File: config.mk
export PLATFORM = sky130hd
export DESIGN_NAME = ff_write_arbiter_flat
export DESIGN_NICKNAME = d
export VERILOG_FILES = /design/src/rtl/ff_write_arbiter_pkg.sv /design/src/rtl/ff_write_arbiter_if.sv /design/src/rtl/ff_write_arbiter_rr_pick.sv /design/src/rtl/ff_write_arbiter.sv /design/src/flat_wrapper.sv
export SDC_FILE = /design/constraint.sdc
export NUM_CORES = 1
export LEC_CHECK = 0
export ABC_AREA = 1
export CAP_MARGIN = 20
export CELL_PAD_IN_SITES_DETAIL_PLACEMENT = 0
export CELL_PAD_IN_SITES_GLOBAL_PLACEMENT = 1
export CORE_MARGIN = 3
export CORE_UTILIZATION = 33
export CTS_CLUSTER_SIZE = 10
export DETAILED_ROUTE_END_ITERATION = 8
export GPL_TIMING_DRIVEN = 0
export PLACE_DENSITY_LB_ADDON = 0.1
export SLEW_MARGIN = 40
export SYNTH_ARGS = -nofsm -noshare
export SYNTH_HDL_FRONTEND = slang
export SYNTH_HIERARCHICAL = 1
export SYNTH_SLANG_ARGS = --single-unit
export TNS_END_PERCENT = 30
File: constraint.sdc
create_clock -name clk -period 3.3 [get_ports clk]
set_input_delay 0.66 -clock clk [delete_from_list [all_inputs] [get_ports clk]]
set_output_delay 0.66 -clock clk [all_outputs]
set_load 0.02 [all_outputs]
File: src/rtl/ff_write_arbiter_pkg.sv
// Shared types and constants for the ff_write_arbiter block.
//   state_t : arbiter FSM states (IDLE, GRANT, ACK)
//   DEF_N   : default number of requesters
//   DEF_W   : default register data width
//   ptr_w() : width of the round-robin pointer / winner index for n requesters
package ff_arb_pkg;

    typedef enum logic [1:0] {
        IDLE  = 2'd0,
        GRANT = 2'd1,
        ACK   = 2'd2
    } state_t;

    localparam int DEF_N = 4;
    localparam int DEF_W = 8;

    // Never returns 0, so two requesters still get a one-bit pointer.
    function automatic int ptr_w(input int n);
        return (n <= 2) ? 1 : $clog2(n);
    endfunction

endpackage

File: src/rtl/ff_write_arbiter_if.sv
// Bundle between the requesters and the write arbiter.
//   req   : per-requester write request (bit i = requester i)
//   wdata : packed write data, requester i owns [i*W +: W]
//   gnt   : one-hot grant, high during the winner's write cycle
//   ack   : one-hot, one-cycle commit pulse
//   ff_en : enable to the shared register
//   ff_d  : data to the shared register
//   busy  : arbiter is in GRANT or ACK
// Modports: master = requester side, slave = arbiter side.
interface ff_write_arbiter_if
    import ff_arb_pkg::*;
#(
    parameter int N = DEF_N,
    parameter int W = DEF_W
);
    logic [N-1:0]   req;
    logic [N*W-1:0] wdata;
    logic [N-1:0]   gnt;
    logic [N-1:0]   ack;
    logic           ff_en;
    logic [W-1:0]   ff_d;
    logic           busy;

    modport master (
        output req, wdata,
        input  gnt, ack, ff_en, ff_d, busy
    );

    modport slave (
        input  req, wdata,
        output gnt, ack, ff_en, ff_d, busy
    );
endinterface

File: src/rtl/ff_write_arbiter_rr_pick.sv
// Combinational round-robin picker.
//   req     : request vector
//   ptr     : position where the search starts (highest priority)
//   mask    : requests to ignore this cycle
//   win_oh  : one-hot winner
//   win_idx : winner index
//   valid   : at least one unmasked request exists
module ff_rr_pick
    import ff_arb_pkg::*;
#(
    parameter int N  = DEF_N,
    parameter int PW = ptr_w(DEF_N)
) (
    input  logic [N-1:0]  req,
    input  logic [PW-1:0] ptr,
    input  logic [N-1:0]  mask,
    output logic [N-1:0]  win_oh,
    output logic [PW-1:0] win_idx,
    output logic          valid
);
    logic [N-1:0]  cand;
    logic [PW:0]   pos;
    logic [PW-1:0] idx;

    // NOTE: every variable written in this block gets a default before any
    // conditional assignment; a path that leaves one unassigned infers a latch.
    always_comb begin
        cand    = req & ~mask;
        win_oh  = '0;
        win_idx = '0;
        valid   = 1'b0;
        pos     = '0;
        idx     = '0;
        // Walk ptr, ptr+1, ... wrapping modulo N; the first hit wins.
        for (int i = 0; i < N; i++) begin
            pos = {1'b0, ptr} + (PW+1)'(i);
            if (pos >= (PW+1)'(N)) begin
                pos = pos - (PW+1)'(N);
            end
            idx = pos[PW-1:0];
            if (!valid && cand[idx]) begin
                valid       = 1'b1;
                win_oh[idx] = 1'b1;
                win_idx     = idx;
            end
        end
    end
endmodule

File: src/rtl/ff_write_arbiter.sv
// Round-robin arbiter that is the sole driver of a shared enable-gated
// register (ff_en / ff_d). One winner per GRANT cycle, followed by a one-cycle
// ACK to that winner; all outputs come straight from flops.
//   clk   : system clock, rising edge
//   rst_n : asynchronous active-low reset
//   bus   : requester bundle (slave side), see ff_write_arbiter_if
module ff_write_arbiter
    import ff_arb_pkg::*;
#(
    parameter int N = DEF_N,
    parameter int W = DEF_W
) (
    input  logic              clk,
    input  logic              rst_n,
    ff_write_arbiter_if.slave bus
);
    localparam int PW = ptr_w(N);

    state_t        state_q, state_d;
    logic [PW-1:0] ptr_q, ptr_d;
    logic [N-1:0]  gnt_q, gnt_d;
    logic [N-1:0]  ack_q, ack_d;
    logic          en_q, en_d;
    logic [W-1:0]  d_q, d_d;
    logic          busy_q, busy_d;
    logic          take;

    logic [N-1:0]  pick_oh;
    logic [PW-1:0] pick_idx;
    logic          pick_valid;

    // ack_q is non-zero only in ACK and then holds the previous winner, which
    // is exactly the request to skip during re-arbitration. In IDLE it is zero,
    // so a sole requester is re-granted through IDLE.
    ff_rr_pick #(
        .N  (N),
        .PW (PW)
    ) u_pick (
        .req     (bus.req),
        .ptr     (ptr_q),
        .mask    (ack_q),
        .win_oh  (pick_oh),
        .win_idx (pick_idx),
        .valid   (pick_valid)
    );

    always_comb begin
        state_d = state_q;
        ptr_d   = ptr_q;
        gnt_d   = '0;
        ack_d   = '0;
        en_d    = 1'b0;
        d_d     = d_q;
        take    = 1'b0;

        case (state_q)
            IDLE: begin
                take = pick_valid;
            end
            GRANT: begin
                // The write always completes, whatever req does now.
                state_d = ACK;
                ack_d   = gnt_q;
            end
            ACK: begin
                take = pick_valid;
                if (!pick_valid) begin
                    state_d = IDLE;
                end
            end
            default: begin
                state_d = IDLE;
            end
        endcase

        if (take) begin
            state_d = GRANT;
            gnt_d   = pick_oh;
            en_d    = 1'b1;
            d_d     = bus.wdata[pick_idx*W +: W];
            ptr_d   = (pick_idx == PW'(N-1)) ? '0 : pick_idx + PW'(1);
        end

        busy_d = (state_d != IDLE);
    end

    // NOTE: state is updated with non-blocking assignments so every flop
    // samples the pre-edge values regardless of statement order.
    always_ff @(posedge clk or negedge rst_n) begin
        if (!rst_n) begin
            state_q <= IDLE;
            ptr_q   <= '0;
            gnt_q   <= '0;
            ack_q   <= '0;
            en_q    <= 1'b0;
            d_q     <= '0;
            busy_q  <= 1'b0;
        end else begin
            state_q <= state_d;
            ptr_q   <= ptr_d;
            gnt_q   <= gnt_d;
            ack_q   <= ack_d;
            en_q    <= en_d;
            d_q     <= d_d;
            busy_q  <= busy_d;
        end
    end

    assign bus.gnt   = gnt_q;
    assign bus.ack   = ack_q;
    assign bus.ff_en = en_q;
    assign bus.ff_d  = d_q;
    assign bus.busy  = busy_q;
endmodule

File: src/flat_wrapper.sv
// flat-port wrapper written by rule: the top's interface ports become plain ports
module ff_write_arbiter_flat import ff_arb_pkg::*;
#(
    parameter int N = DEF_N,
    parameter int W = DEF_W
)
  (clk, rst_n, bus_req, bus_wdata, bus_gnt, bus_ack, bus_ff_en, bus_ff_d, bus_busy);
  ff_write_arbiter_if #(.N(N), .W(W)) bus_i ();
  input  logic clk;
  input  logic rst_n;
  input wire logic [$bits(bus_i.req)-1:0] bus_req;
  input wire logic [$bits(bus_i.wdata)-1:0] bus_wdata;
  output wire logic [$bits(bus_i.gnt)-1:0] bus_gnt;
  output wire logic [$bits(bus_i.ack)-1:0] bus_ack;
  output wire logic [$bits(bus_i.ff_en)-1:0] bus_ff_en;
  output wire logic [$bits(bus_i.ff_d)-1:0] bus_ff_d;
  output wire logic [$bits(bus_i.busy)-1:0] bus_busy;
  assign bus_i.req = bus_req;
  assign bus_i.wdata = bus_wdata;
  assign bus_gnt = bus_i.gnt;
  assign bus_ack = bus_i.ack;
  assign bus_ff_en = bus_i.ff_en;
  assign bus_ff_d = bus_i.ff_d;
  assign bus_busy = bus_i.busy;
  ff_write_arbiter #(.N(N), .W(W)) u_core (.clk(clk), .rst_n(rst_n), .bus(bus_i));
endmodule
==> flow_metrics.tcl, run 1 <==
set metrics [dict create \
    outcome "finished clean" \
    viasPerCell 4.24 \
    setup_violations 0 \
    start_util_pct 34.7 \
    num_rows 25 \
    fmax_mhz 372 \
    worst_slack_ns 0.614 \
    p_per_area_nw_per_um2 1090 \
    antenna_found_initial 0 \
    met2_length_um 2090 \
    slew_viol_final 0 \
    ys_seq_elements 22 \
    final_cell_area_um2 2360 \
    hold_path_class "input port to async pin" \
    r2r_cells 15 \
    wl_met3_um 272 \
    peakVddDrop_mv 0.438 \
    placed_cell_area_um2 2300 \
    synthCells 261 \
    synth_cell_types 19 \
    gp_congestion 0.779 \
    ant_nets 0 \
    synth_top_area_share_pct 32.9 \
    maxCapViolations 0 \
    endpoint_kind "flop" \
    multi_input_area_um2 858 \
    grt-ovfl-total 0 \
    rsz0062_at_grt "no" \
    avgSynthCellArea_um2 6.41 \
    synth.area.top_cells "dfrtp_1 33%, nand2_1 22%, inv_1 12%, nand3_1 11%, ha_1 6.0%" \
    routedWlPerCell_um 10.9 \
    die_w_um 77.2 \
    route.detailed.drc 0 \
    ctsResizeCount 0 \
    antenna_cells 0 \
    clock-root-buffer "clkbuf_8" \
    htree_num_levels 1 \
    layout_commonest_cell "nand2_1" \
    cts_buffers 3 \
    power_mw 2.57 \
    dpl.hpwl_um 3330 \
    cts.sinks 22 \
    core_area_um2 4820 \
    die_y_um 77.2 \
    drtIter0Drc 45 \
    firstDrtPassIters 4 \
    syn_to_final_growth_pct 40.9 \
    drt_wl_total_um 4210 \
    vias 1642 \
    crit_path_max_fanout 11 \
    fp.dieArea_um2 5960 \
    clock_skew_ns 0.00417 \
    cts_tree "built" \
    relSlewSlack_pct 68.5 \
    tns_ns 0 \
    fillers 533 \
    period_share_pct 81.4 \
    seq_area_frac_synth_pct 32.9 \
    wl_met1_um 1840 \
    register_area_um2 551 \
    period_needed_ns 2.69 \
    finalHoldViolCount 0 \
    crit_start "u_core/ptr_q[0]" \
    ys_warn_count 6 \
    highest-signal-layer "met4" \
    grtUsageTotal_pct 14.4 \
    nNetsFinal 367 \
    postCtsHoldBufs 0 \
    grt_max_degree 23 \
    clock_path_buffers 2 \
    clk_pin_slew_ns 0.07 \
    worstSetupPathType "flop to flop" \
    arrival_ns 2.83 \
    portBuffers 55 \
    dp_slack_ns 0.484 \
    tightestPinTransition_ns 0.473 \
    cp.required_ns 3.45 \
    total_leakage_power_nw 1.30 \
    synth_top_area_cell "dfrtp_1" \
    grt_pass1_vias 1487 \
    ios 56 \
    reg2reg_from "u_core/ptr_q[0]" \
    crit_path_start_kind "flop" \
    drive_gt1_share_pct 7.50 \
    final_cell_mix "98 x nand2_1, 55 x inv_1, 54 x clkdlybuf4s50_1" \
    cts_setup_buffers 0 \
    grt_first_pass_wirelength_um 6960 \
    synth_area_um2 1670 \
    syn_nets 307 \
    insertion_delay_ns 0.26 \
]
## registers in the layout, summed over array words and instances, names as in the netlist
signal            count
u_core/ptr_q          2
u_core/bus.ff_d       8
u_core/state_q        2
u_core/bus.ff_en      1
u_core/bus.gnt        4
u_core/bus.busy       1
u_core/bus.ack        4
## path summary, 6_finish.rpt
| check | slack [ns] | to |
|---|---|---|
| setup / recovery | 0.61 | u_core/bus.ff_d[6] |
| hold / removal | 0.35 | u_core/bus.ack[1] |
| setup reg to reg | 0.61 | u_core/bus.ff_d[6] |
| max in group asynchronous | 2.63 | u_core/bus.ff_d[7] |
| min in group clk | 0.41 | u_core/state_q[1] |
| hold reg to reg | 0.41 | u_core/state_q[1] |
## per-layer routing
layer | global-route usage [%] | vias to the layer above
li1 | - | 899
met1 | 18.0 | 689
met2 | 25.4 | 52
met3 | 3.99 | 2
met4 | 1.60 | 0
met5 | 0 | -
## critical path, cell delays in order (launching register included)
cell and delay, ns:
dfrtp_1 0.57, inv_2 0.20, ha_1 0.39, inv_1 0.10, nand3_1 0.09, nand2_2 0.11
nand2_4 0.08, nor2_8 0.12, nand2_1 0.06, nand3_1 0.11, buf_2 0.23, inv_1 0.18
nand3_1 0.13, nand2_1 0.07, nand2_1 0.06, nand2_1 0.06
## synthesized netlist by cell type
cell / n
nand2_1: 98
inv_1: 55
nand3_1: 36
dfrtp_1: 22
nor2_1: 19
ha_1: 8
nand3_2: 5
nand2_4: 3
buf_2: 2
buf_6: 2
inv_2: 2
nand2_2: 2
a22o_1: 1
buf_4: 1
clkinv_1: 1
inv_4: 1
nand4_1: 1
nor2_8: 1
o31ai_1: 1
## stage by stage
step | hold slack [ns] | cells | utilization [%]
after detailed placement | 0.401 | 383 | 47.8
after floorplan | 0.364 | 261 | -
final | 0.346 | 387 | 48.9
after CTS | 0.353 | 387 | 48.9
after global placement | 0.399 | 383 | 47.9
after global routing | 0.376 | 387 | 48.9
## report_power, final
part / leakage (nW) / internal [mW] / switching, mW
registers: 0.279 / 0.383 / 0.0798
clock network: 0.0288 / 0.106 / 0.0799
logic: 0.993 / 0.707 / 1.21
total: 1.30 / 1.20 / 1.37
## layout make-up
| cell class | instances | area share [%] |
|---|---|---|
| sequential | 22 | 23.4 |
| tap | 67 | 3.56 |
| clock buffer | 4 | 2.34 |
| buffer | 5 | 1.70 |
| timing repair buffer | 55 | 23.1 |
| inverter | 59 | 9.50 |
| multi-input combinational | 175 | 36.4 |
## logic make-up (layout without fill, tap and decap cells)
| family | after synthesis | count (layout) | synth area share [%] |
|---|---|---|---|
| adder cells (fa/ha/maj) | 8 | 8 | 5.98 |
| AO/OA/AOI/OAI | 2 | 2 | 0.973 |
| AND/OR/NAND/NOR | 165 | 165 | 44.4 |
| flip-flops | 22 | 22 | 32.9 |
| buffers and inverters | 64 | 123 | 15.8 |
Note: power is estimated with default switching activity, not from simulation.
==> inputs of run 2 (changes only) <==
--- a/config.mk
+++ b/config.mk
@@ -10,7 +10,7 @@
 export CELL_PAD_IN_SITES_DETAIL_PLACEMENT = 0
 export CELL_PAD_IN_SITES_GLOBAL_PLACEMENT = 1
 export CORE_MARGIN = 3
-export CORE_UTILIZATION = 33
+export CORE_UTILIZATION = 28
 export CTS_CLUSTER_SIZE = 10
 export DETAILED_ROUTE_END_ITERATION = 8
 export GPL_TIMING_DRIVEN = 0
==> constraint.sdc (replaced) <==
create_clock -name clk -period 2.2 [get_ports clk]
set_input_delay 0.44 -clock clk [delete_from_list [all_inputs] [get_ports clk]]
set_output_delay 0.44 -clock clk [all_outputs]
set_load 0.02 [all_outputs]
==> flow_metrics.tcl, run 2 (synthesis gave the netlist of run 1 again) <==
set metrics [dict create \
    maxCapViolations 0 \
    grt-ovfl-total 0 \
    clock_path_buffers 2 \
    portBuffers 55 \
    endpoint_kind "flop" \
    die_w_um 83.3 \
    crit_path_max_fanout 7 \
    cts_tree "built" \
    r2r_cells 17 \
    largest_reg_flops 8 \
    total_leakage_power_nw 1.52 \
    drt_wl_total_um 4980 \
    nNetsFinal 391 \
    cts_buffers 3 \
    path_depth 17 \
    crit_buf_inv 5 \
    layout_commonest_cell "nand2_1" \
    drive_gt1_share_pct 27.4 \
    final_cell_mix "78 x nand2_1, 52 x inv_1, 50 x clkdlybuf4s50_1" \
    hold_path_class "input port to async pin" \
    crit_path_start_kind "flop" \
    hold_ws_ns 0.138 \
    routedWlPerCell_um 12.0 \
    slowest_delay_ns 0.45 \
    period_needed_ns 2.13 \
    crit_start "u_core/ptr_q[1]" \
    vias 1808 \
    p_per_area_nw_per_um2 1870 \
    reg2reg_from "u_core/ptr_q[1]" \
    ios 56 \
    grtUsageTotal_pct 13.7 \
    insertion_delay_ns 0.26 \
    die_y_um 83.3 \
    grt_use_met3_pct 3.57 \
    met2_usage_pct 24.9 \
    finalHoldViolCount 0 \
    fmax_mhz 469 \
    clock_skew_ns 0.00594 \
    worst_slack_ns 0.0699 \
    ant_nets 0 \
    fp.dieArea_um2 6940 \
    intPower_mw 2.69 \
    period_share_pct 96.8 \
    power_switching_mw 2.65 \
    peakVddDrop_mv 0.706 \
    antenna_found_initial 0 \
    outcome "finished clean" \
    antenna_cells 0 \
    slew_viol_final 0 \
    grt_max_degree 23 \
    viasPerCell 4.36 \
    cp_cell_sequence "inv_4 -> ha_4 -> inv_4 -> nand3_2 -> nand2_4 -> nand2_4 -> nor2_8 -> nand3_2 -> nand2_2 -> buf_8 -> clkinv_8 -> buf_8 -> nand2_2 -> nand3_2 -> nand2_2 -> nand2_1 -> nand2_1" \
    cp.required_ns 2.40 \
    gp_congestion 0.761 \
    cts.sinks 22 \
    tightestPinTransition_ns 0.488 \
    firstDrtPassIters 4 \
    setup_violations 0 \
    pwr-share-seq_pct 12.5 \
    dp_slack_ns -0.445 \
    dpl.hpwl_um 3430 \
    slowest_stage "dfrtp_2" \
    worstSetupPathType "flop to flop" \
    num_rows 27 \
    switching_share_pct 49.6 \
    htree_num_levels 1 \
    p_clk_share_pct 4.4 \
    met1_usage_pct 16.5 \
    core_area_um2 5640 \
    rsz0062_at_grt "yes" \
    clk_pin_slew_ns 0.07 \
    grt_busiest_layer "met2" \
    cp_top_family "simple AND/OR/NAND/NOR gates" \
    combPwrFrac_pct 83.0 \
    grt_first_pass_wirelength_um 7800 \
    syn_to_final_growth_pct 71.0 \
    relSlewSlack_pct 67.5 \
    arrival_ns 2.33 \
    fillers 589 \
    drtIter0Drc 45 \
    clock-root-buffer "clkbuf_8" \
    grt_pass1_vias 1703 \
    start_util_pct 29.7 \
    route.detailed.drc 0 \
]
==> run 2: worst register-to-register path, stage by stage (launching register included) <==
cell and delay, ns:
dfrtp_2 0.45, inv_4 0.08, ha_4 0.22, inv_4 0.07
nand3_2 0.09, nand2_4 0.10, nand2_4 0.07, nor2_8 0.15
nand3_2 0.08, nand2_2 0.09, buf_8 0.15, clkinv_8 0.07
buf_8 0.13, nand2_2 0.05, nand3_2 0.07, nand2_2 0.09
nand2_1 0.05, nand2_1 0.05
==> run 2: path summary, 6_finish.rpt <==
path	to	slack [ns]
max	u_core/bus.ff_d[5]	0.07
min	u_core/bus.ff_d[5]	0.14
max reg2reg	u_core/bus.ff_d[5]	0.07
min reg2reg	u_core/state_q[1]	0.42
max in group asynchronous	u_core/ptr_q[0]	1.70
min in group clk	u_core/state_q[1]	0.42
==> run 2: area by class of cell <==
type | instances | area [um2] | area share (%)
repair buffers | 79 | 768 | 26.9
multi-input cells | 175 | 1090 | 38.2
well taps | 72 | 90.1 | 3.15
plain buffers | 5 | 61.3 | 2.14
clock buffers | 3 | 41.3 | 1.44
inverters | 59 | 254 | 8.88
flip-flops and latches | 22 | 553 | 19.3
==> run 2: layer usage <==
metal	part of all wire (%)	routed length, um
met5	0	0
met1	40	2010
met4	0	0
met2	55	2730
met3	4.9	244
==> run 2: what timing repair did <==
item,CTS,global route
buffers inserted,14,8
gates resized for setup,15,65
hold buffers,0,0
setup endpoints to repair,17,11
gates cloned,1,1
pin swaps,5,28
==> run 2: per-stage QoR <==
step / util [%] / power, mW / setup TNS [ns] / std cells / instance area [um2]
after global routing: 50.7 / 5.81 / -0.181 / 415 / 2860
final: 50.7 / 5.34 / 0 / 415 / 2860
after global placement: 41.1 / 3.69 / -4.96 / 388 / 2320
after detailed placement: 41.0 / 3.68 / -4.45 / 388 / 2310
after CTS: 44.7 / 4.43 / 0 / 406 / 2520
after floorplan: - / 2.76 / 0 / 261 / 1680
==> run 2: power groups by stage <==
stage	Sequential [mW]	Clock (mW)	Combinational [mW]
finish	0.670	0.237	4.44
global route	0.694	0.270	4.85
CTS	0.671	0.246	3.52
detailed placement	0.706	0	2.97
global placement	0.710	0	2.98
floorplan	0.820	0	1.94
==> inputs of run 3 (changes only) <==
--- a/config.mk
+++ b/config.mk
@@ -5,16 +5,16 @@
 export SDC_FILE = /design/constraint.sdc
 export NUM_CORES = 1
 export LEC_CHECK = 0
-export ABC_AREA = 1
 export CAP_MARGIN = 20
 export CELL_PAD_IN_SITES_DETAIL_PLACEMENT = 0
 export CELL_PAD_IN_SITES_GLOBAL_PLACEMENT = 1
 export CORE_MARGIN = 3
-export CORE_UTILIZATION = 28
+export CORE_UTILIZATION = 31
 export CTS_CLUSTER_SIZE = 10
 export DETAILED_ROUTE_END_ITERATION = 8
 export GPL_TIMING_DRIVEN = 0
 export PLACE_DENSITY_LB_ADDON = 0.1
+export SETUP_SLACK_MARGIN = 0.15
 export SLEW_MARGIN = 40
 export SYNTH_ARGS = -nofsm -noshare
 export SYNTH_HDL_FRONTEND = slang
==> flow_metrics.tcl, run 3 <==
set metrics [dict create \
    htree_num_levels 1 \
    syn_to_final_growth_pct 57.9 \
    rsz0062_at_grt "yes" \
    maxCapViolations 0 \
    worst_slack_ns -0.771 \
    reg2reg_from "u_core/ptr_q[0]" \
    fin_util_pct 52.7 \
    period_needed_ns 2.97 \
    synth_area_um2 1500 \
    violations "negative setup slack" \
    wl_met1_um 1700 \
    post-synth-top-count-cell "dfrtp_1" \
    route.detailed.drc 0 \
    avgSynthCellArea_um2 12.0 \
    grt-ovfl-total 0 \
    finalHoldViolCount 0 \
    synth_edf_count 0 \
    arrival_ns 3.11 \
    synth_top_area_share_pct 36.6 \
    slew_viol_final 0 \
    antenna_found_initial 0 \
    met2_length_um 2120 \
    drtIter0Drc 63 \
    fmax_mhz 337 \
    grt_max_degree 23 \
    grt_pass1_vias 1389 \
    synthMuxAreaShare_pct 26.0 \
    clock-root-buffer "clkbuf_8" \
    wl_met3_um 191 \
    antenna_cells 0 \
    synthCells 125 \
    cts_buffers 3 \
    die_y_um 75.6 \
    synth.area.top_cells "dfrtp_1 37%, mux4_2 16%, mux2_4 8.0%, ha_1 6.7%, and2_1 3.3%" \
    vias 1293 \
    routedWlPerCell_um 16.3 \
    synth_cell_types 37 \
    cts_tree "built" \
    dpl.hpwl_um 3100 \
    reg2reg_slack_ns -0.77 \
    crit_path_max_fanout 5 \
    seq_area_frac_synth_pct 36.6 \
    synthFlopType "dfrtp_1" \
    highest-signal-layer "met4" \
    peakVddDrop_mv 0.975 \
    crit_path_start_kind "flop" \
    core_area_um2 4500 \
    endpoint_kind "flop" \
    gp_congestion 0.847 \
    fp.dieArea_um2 5720 \
    insertion_delay_ns 0.26 \
    synth_compound_area_share_pct 10.9 \
    p_per_area_nw_per_um2 1800 \
    start_util_pct 33.4 \
    ys_seq_elements 22 \
    relSlewSlack_pct 67.3 \
    power_mw 4.27 \
    period_share_pct 135 \
    ys_warn_count 6 \
    nNetsFinal 243 \
    drt_wl_total_um 4030 \
    syn_nets 171 \
    layout_commonest_cell "clkdlybuf4s50_1" \
    total_leakage_power_nw 0.983 \
    synth_simple_gate_area_share_pct 16.2 \
    clk_pin_slew_ns 0.08 \
    hold_path_class "input port to async pin" \
    hold_ws_ns 0.132 \
    cp.required_ns 2.34 \
    portBuffers 55 \
    largest_reg_flops 8 \
    synthTopCellsByCount "22 x dfrtp_1, 11 x mux4_2, 8 x and2_1, 8 x ha_1, 8 x mux2_4" \
    num_rows 24 \
    tightestPinTransition_ns 0.490 \
    rr_endpoint "u_core/bus.ff_d[5]" \
    clock_path_buffers 2 \
    async_flop_share_pct 100 \
    firstDrtPassIters 4 \
    synth_top_area_cell "dfrtp_1" \
    ios 56 \
    outcome "finished with violations" \
    ant_nets 0 \
    final_cell_mix "52 x clkdlybuf4s50_1, 20 x dfrtp_1, 12 x buf_4" \
    cts.sinks 22 \
    synth_top_family_by_area "multiplexers" \
    synth_adder_area_share_pct 6.66 \
    worstSetupPathType "flop to flop" \
    setup_violations 17 \
    die_w_um 75.6 \
    r2r_cells 10 \
    viasPerCell 5.21 \
    grt_first_pass_wirelength_um 6560 \
    grtUsageTotal_pct 15.0 \
    synthXorXnorAreaFrac_pct 0 \
    clock_skew_ns 0.00786 \
    drive_gt1_share_pct 30.6 \
]
-- run 3: layout make-up --
type	instances	area, um2
inverters	2	18.8
well taps	52	65.1
flip-flops and latches	22	553
clock buffers	4	55.1
repair buffers	67	637
fillers	407	2130
multi-input cells	93	960
plain buffers	8	83.8
-- run 3: stage by stage --
| step | instance area [um2] | setup WS [ns] | setup TNS (ns) | instances |
|---|---|---|---|---|
| 5_1_grt | 2370 | -0.897 | -13.19 | 248 |
| 3_3_place_gp | 2160 | -1.35 | -17.65 | 232 |
| 3_5_place_dp | 2160 | -1.44 | -18.62 | 232 |
| 2_1_floorplan | 1550 | -0.830 | -10.69 | 125 |
| 4_1_cts | 2330 | -0.830 | -10.95 | 245 |
| 6_report | 2370 | -0.771 | -11.23 | 248 |
-- run 3: cells by family (layout without fill, tap and decap cells) --
group / Yosys count / in the layout
AO/OA/AOI/OAI: 25 / 25
adder cells (fa/ha/maj): 8 / 8
buffers and inverters: 10 / 81
flip-flops: 22 / 22
multiplexers: 21 / 21
AND/OR/NAND/NOR: 39 / 39
-- run 3: worst max-delay path: stages, from the launching register on --
cell and delay (ns):
dfrtp_2 0.40, clkinvlp_4 0.11, ha_4 0.27, buf_8 0.10, mux4_2 0.54, nor2_4 0.14, o221ai_4 0.13, o21ai_4 0.22
buf_6 0.17, mux4_2 0.50, mux2_4 0.27
-- run 3: routing by layer --
metal | track usage [%] | vias to the layer above
met5 | 0 | -
met4 | 2.72 | 0
met3 | 3.96 | 2
met2 | 25.8 | 37
met1 | 19.2 | 642
li1 | - | 612
-- run 3: worst max path at each step --
stage / from / end / slack (ns)
finish: u_core/ptr_q[0] / u_core/bus.ff_d[5] / -0.77
CTS: u_core/ptr_q[1] / u_core/bus.ff_d[1] / -0.83
global placement: bus_req[2] / u_core/bus.ff_d[5] / -1.35
global route: u_core/ptr_q[0] / u_core/bus.ff_d[1] / -0.90
floorplan: u_core/ptr_q[1] / u_core/bus.ff_d[5] / -0.83
detailed placement: bus_req[2] / u_core/bus.ff_d[1] / -1.44
-- run 3: repair_timing --
action	CTS	global route
gates resized for setup	16	6
hold buffers	0	0
setup buffers	8	3
endpoints found under the setup margin	17	17
pin swaps	2	5
gates cloned	1	0
-- run 3: where the power goes --
group | switching (mW) | leakage (nW) | internal [mW] | total [mW]
Sequential | 0.104 | 0.269 | 0.602 | 0.706
Clock | 0.122 | 0.0288 | 0.159 | 0.281
Combinational | 1.44 | 0.685 | 1.84 | 3.28
